--- src/rtl/fifo_drain_ctrl.sv ---
// Read-side controller for an 8-bit x 16-deep FIFO.
// Snoops the writer's strobe to keep a shadow occupancy count and issues
// reads only when the FIFO holds data. Read data is re-timed into a
// 2-entry skid buffer and presented on a valid/ready stream.
module fifo_drain_ctrl #(
  parameter int DATA_W = 8,
  parameter int DEPTH  = 16,
  parameter int CNT_W  = 5
) (
  input  logic              clk,
  input  logic              rst,
  input  logic              enable,
  input  logic              fifo_wr_n,
  output logic              fifo_rd_n,
  input  logic [DATA_W-1:0] fifo_dout,
  input  logic              fifo_over_flow,
  input  logic              fifo_under_flow,
  output logic              m_valid,
  output logic [DATA_W-1:0] m_data,
  input  logic              m_ready,
  output logic [CNT_W-1:0]  level,
  output logic              err_ovf,
  output logic              err_udf
);

  typedef enum logic [1:0] {
    IDLE  = 2'd0,
    DRAIN = 2'd1,
    FLUSH = 2'd2
  } state_t;

  localparam logic [CNT_W-1:0] DEPTH_C = CNT_W'(DEPTH);

  state_t state, state_nxt;

  logic              inflight;       // a read was issued last cycle
  logic [1:0]        buf_cnt;        // skid buffer occupancy, 0..2
  logic [DATA_W-1:0] buf_q [2];      // entry 0 is the head

  logic       pop;
  logic       push;
  logic       wr_req;
  logic       wr_cnt;
  logic       wr_full;
  logic       level_nz;
  logic       slot_free;
  logic       rd_en;
  logic [2:0] occ;

  // Stream handshake and snooped write qualification.
  assign pop      = m_valid & m_ready;
  assign push     = inflight;
  assign wr_req   = ~fifo_wr_n;
  assign wr_cnt   = wr_req && (level < DEPTH_C);
  assign wr_full  = wr_req && (level == DEPTH_C);
  assign level_nz = (level != '0);

  // Words already committed to the buffer (held plus landing, minus leaving).
  // This can never go negative because pop implies buf_cnt > 0.
  assign occ       = {1'b0, buf_cnt} + {2'b00, inflight} - {2'b00, pop};
  assign slot_free = (occ < 3'd2);

  // Downstream stream view of the skid buffer head.
  assign m_valid = (buf_cnt != 2'd0);
  assign m_data  = buf_q[0];

  // FSM state register.
  always_ff @(posedge clk) begin
    // NOTE: every clocked assignment is non-blocking so all registers sample
    // pre-edge values; blocking here would make results depend on order.
    if (rst) state <= IDLE;
    else     state <= state_nxt;
  end

  // FSM next-state logic.
  always_comb begin
    // NOTE: default first so no path leaves state_nxt unassigned (no latch).
    state_nxt = state;
    unique case (state)
      IDLE: begin
        if (enable && level_nz) state_nxt = DRAIN;
      end
      DRAIN: begin
        if (!enable)
          state_nxt = FLUSH;
        else if (!level_nz && !inflight && (buf_cnt == 2'd0))
          state_nxt = IDLE;
      end
      FLUSH: begin
        if (!inflight && (buf_cnt == 2'd0)) state_nxt = IDLE;
      end
      default: state_nxt = IDLE;
    endcase
  end

  // FSM outputs: issue a read only with data present and a guaranteed slot.
  always_comb begin
    rd_en     = enable && level_nz && (state != FLUSH) && slot_free;
    fifo_rd_n = ~rd_en;
  end

  // In-flight flag: read data appears on fifo_dout one cycle after the strobe.
  always_ff @(posedge clk) begin
    if (rst) inflight <= 1'b0;
    else     inflight <= rd_en;
  end

  // Shadow occupancy: snooped writes up, own reads down.
  always_ff @(posedge clk) begin
    if (rst) begin
      level <= '0;
    end else begin
      unique case ({wr_cnt, rd_en})
        2'b10:   level <= level + CNT_W'(1);
        2'b01:   level <= level - CNT_W'(1);
        default: level <= level;
      endcase
    end
  end

  // Sticky error flags, cleared only by reset.
  always_ff @(posedge clk) begin
    if (rst) begin
      err_ovf <= 1'b0;
      err_udf <= 1'b0;
    end else begin
      if (wr_full || fifo_over_flow) err_ovf <= 1'b1;
      if (fifo_under_flow)           err_udf <= 1'b1;
    end
  end

  // Two-entry skid buffer: landing word goes to the tail, pops shift forward.
  always_ff @(posedge clk) begin
    if (rst) begin
      // NOTE: the data entries are reset too because m_data must read 0
      // out of reset; storage without such a requirement would skip it.
      buf_cnt  <= 2'd0;
      buf_q[0] <= '0;
      buf_q[1] <= '0;
    end else begin
      case ({push, pop})
        2'b10: begin
          if (buf_cnt == 2'd0) buf_q[0] <= fifo_dout;
          else                 buf_q[1] <= fifo_dout;
          buf_cnt <= buf_cnt + 2'd1;
        end
        2'b01: begin
          buf_q[0] <= buf_q[1];
          buf_cnt  <= buf_cnt - 2'd1;
        end
        2'b11: begin
          if (buf_cnt == 2'd1) begin
            buf_q[0] <= fifo_dout;
          end else begin
            buf_q[0] <= buf_q[1];
            buf_q[1] <= fifo_dout;
          end
        end
        default: begin
          buf_cnt <= buf_cnt;
        end
      endcase
    end
  end

endmodule

--- config.mk ---
export PLATFORM = sky130hd
export DESIGN_NAME = fifo_drain_ctrl
export DESIGN_NICKNAME = d
export VERILOG_FILES = /design/src/rtl/fifo_drain_ctrl.sv
export SDC_FILE = /design/constraint.sdc
export NUM_CORES = 1
export LEC_CHECK = 0
export ABC_AREA = 1
export CAP_MARGIN = 30
export CORE_MARGIN = 1
export CORE_UTILIZATION = 38
export CTS_CLUSTER_SIZE = 16
export DETAILED_ROUTE_END_ITERATION = 10
export PLACE_DENSITY_LB_ADDON = 0.08
export SLEW_MARGIN = 5
export SYNTH_ARGS = -nofsm -noshare
export SYNTH_HDL_FRONTEND = slang
export SYNTH_SLANG_ARGS = --single-unit
--- constraint.sdc ---
create_clock -name clk -period 5.45 [get_ports clk]
set_clock_uncertainty 0.2 [all_clocks]
set_input_delay 0.8175 -clock clk [delete_from_list [all_inputs] [get_ports clk]]
set_output_delay 0.8175 -clock clk [all_outputs]
set_load 0.03 [all_outputs]
==> reports/metrics.yaml <==
status:
  status: "completed"
setup_path:
  cp.required_ns: 4.43
  critical_path.top_delay_family: "buffers and inverters"
  max_stage_delay_ns: 0.66
  critPathMaxFanout: 5
  path_buf_inv: 4
  rr_endpoint: "level[4]$_SDFFE_PP0P_"
  slowest_stage: "clkdlybuf4s50_1"
  start_kind: "primary input"
  reg2reg_depth: 22
  worstReg2RegStart: "buf_cnt[1]$_SDFFE_PP0P_"
  arrival_ns: 3.31
  critPathKind: "in -> out"
  ff2ff_setup_slack_ns: 1.71
  path_cells: "clkdlybuf4s50_1, nand2_4, nor2_2, nor2_1, nor2_1, inv_1, fa_1, xnor2_1, nand3b_1, nor2_4, inv_2, clkdlybuf4s50_1"
  crit_path_end_kind: "output port"
clock_tree:
  cts_sinks: 28
  cts.clk_slew.worst_paths_ns: 0.09
  cts_setup_buffers: 0
  cts_made_buffers: 3
  ctsHoldBuffers: 0
  cts_tree: "yes"
  cts_resized: 0
  insertion_delay_ns: 0.26
  root_buffer: "clkbuf_8"
  clk_path_buf_depth: 2
  h-tree-depth: 1
sta:
  worst_pin_slew_ns: 0.798
  finalSetupViolCount: 0
  tns_ns: 0
  fmax_mhz: 231
  rsz0062_at_grt: "false"
  slew_viol_final: 0
  fin_crit_sh_pct: 79.4
  finalCriticalPeriod_ns: 4.33
  hold_viol: 0
  slew_headroom_pct: 46.6
worst_hold_path:
  hold_path.class: "reg -> reg"
  min_path_cells: 2
  hold_start: "err_udf$_SDFFE_PP0P_"
  hold_path_end: "err_udf$_SDFFE_PP0P_"
route:
  vias_per_cell: 4.63
  first_iter_violations: 49
  drc: 0
  wl_per_cell_um: 10.7
  dr_total_vias: 1161
  drt_wl_total_mm: 2.70
  dr.pass1.iters: 4
  antenna_left: 0
yosys:
  synthArstFlopShare_pct: 0
  synth_top_area_cell: "edfxtp_1"
  synth_cell_types: 29
  synth-main-ff-cell: "edfxtp_1"
  synth-simple-area-share_pct: 20.3
  synth-seq-cells: 28
  synth_fa_ha_area_share_pct: 7.47
  ys_top_cells_by_count: "inv_1 (35), nor2_1 (27), nand2_1 (19)"
  yosysMostFrequentCell: "inv_1"
  ys_warn_count: 0
  synth_edf_count: 16
  synth_top_family_by_area: "simple AND/OR/NAND/NOR gates"
  synth_compound_area_share_pct: 9.10
  yosys.area.top_type_share_pct: 31.2
  syn-num-nets: 202
  syn_avg_cell_area_um2: 8.60
  synth-xor-area-share_pct: 2.27
  ys_seq_area_share_pct: 46.8
  syn_area_um2: 1540
  synthMuxAreaShare_pct: 0
  yosys-top-cells-area: "edfxtp_1 (31%), dfxtp_1 (16%), inv_1 (8.5%)"
  syn_inst: 179
floorplan:
  num_rows: 22
  dieArea_um2: 4310
  start_util_pct: 40.8
  core_region_area_um2: 3770
  pin_count: 32
  die_w_um: 65.7
  fp.dieH_um: 65.7
final_layout:
  seq_area_um2: 721
  area_growth_pct: 22.2
  drive_above_1_share_pct: 9.36
  nNetsFinal: 228
  multi_input_comb_area_um2: 603
  fill_cells: 350
  diodes: 0
flow_run:
  maxCapViolations: 0
grt:
  grt_pass1_wl_mm: 4.66
  overflow: 0
  grt_pass1_vias: 1108
  grt_usage_pct: 13.8
  grt_antenna_before_repair: 0
  grt_max_degree: 15
power:
  p_per_area_nw_per_um2: 492
  power.leakage_uw: 0.000813
  ir_worst_vdd_mv: 0.221
  finalPower_uw: 925
placed_design:
  place.port_buffers: 31
  hpwl_mm: 2.08
  gp_congestion: 0.827
==> through the flow <==
step	worst slack, ns	instances	cell area [µm²]	hold slack (ns)	util, %
2_1_floorplan	1.95	179	1540	0.274	-
3_3_place_gp	1.16	248	1840	0.258	48.8
3_5_place_dp	1.12	248	1840	0.280	48.8
4_1_cts	1.11	251	1880	0.302	49.9
5_1_grt	0.974	251	1880	0.340	49.9
6_report	1.12	251	1880	0.287	49.9
==> placed cells by master (no fill, tap or decap), drive strengths merged, types with 2 or more instances in the layout <==
| master | n |
|---|---|
| o21ai | 7 |
| a21oi | 8 |
| inv | 39 |
| nand2 | 22 |
| fa | 2 |
| xnor2 | 3 |
| nand3b | 2 |
| nor3 | 3 |
| o22ai | 8 |
| clkdlybuf4s50 | 31 |
| ha | 6 |
| edfxtp | 16 |
| clkbuf | 3 |
| nor2 | 30 |
| dfxtp | 12 |
| nand3 | 7 |
==> sequential cells by signal (all words and copies together), names as in the netlist <==
register,count
state,2
err_udf,1
level,5
buf_cnt,2
inflight,1
buf_q,16
err_ovf,1
==> area by class of cell <==
type / instances / share of cell area (%)
Sequential cell: 28 / 38.3
Clock buffer: 3 / 2.19
Tap cell: 48 / 3.19
Inverter: 39 / 7.78
Multi-Input combinational cell: 102 / 32.0
Timing Repair Buffer: 31 / 16.5
==> cells by family after synthesis <==
group | count (synthesis)
buffers and inverters | 49
adder cells (fa/ha/maj) | 8
XOR/XNOR | 4
flip-flops | 28
AO/OA/AOI/OAI | 24
AND/OR/NAND/NOR | 66
==> worst max path at each step <==
stage                     cells after the start                    end  slack, ns                    start
final                                        12              fifo_rd_n       1.12                  m_ready
after global routing                         12              fifo_rd_n       0.97                  m_ready
after CTS                                    12              fifo_rd_n       1.11                  m_ready
after detailed placement                     12              fifo_rd_n       1.12                  m_ready
after global placement                       12              fifo_rd_n       1.16                  m_ready
after floorplan                              22  level[4]$_SDFFE_PP0P_       1.95  buf_cnt[1]$_SDFFE_PP0P_
==> layer usage <==
| metal | global-route usage, % | wire, µm |
|---|---|---|
| met1 | 16.7 | 1240 |
| met2 | 25.1 | 1310 |
| met3 | 1.74 | 110 |
| met4 | 3.80 | 34 |
| met5 | 0 | 0 |
==> tightest hold or removal path: stages (launching register included) <==
cell	delay [ns]
dfxtp_1	0.34
nor2_1	0.05
nor2_1	0.07
==> where the power goes <==
group	internal [µW]	switching [µW]	total (µW)
Clock	49.4	58.7	108
Sequential	289	42.0	331
Combinational	191	295	486
Note: power is estimated with default switching activity, not from simulation.
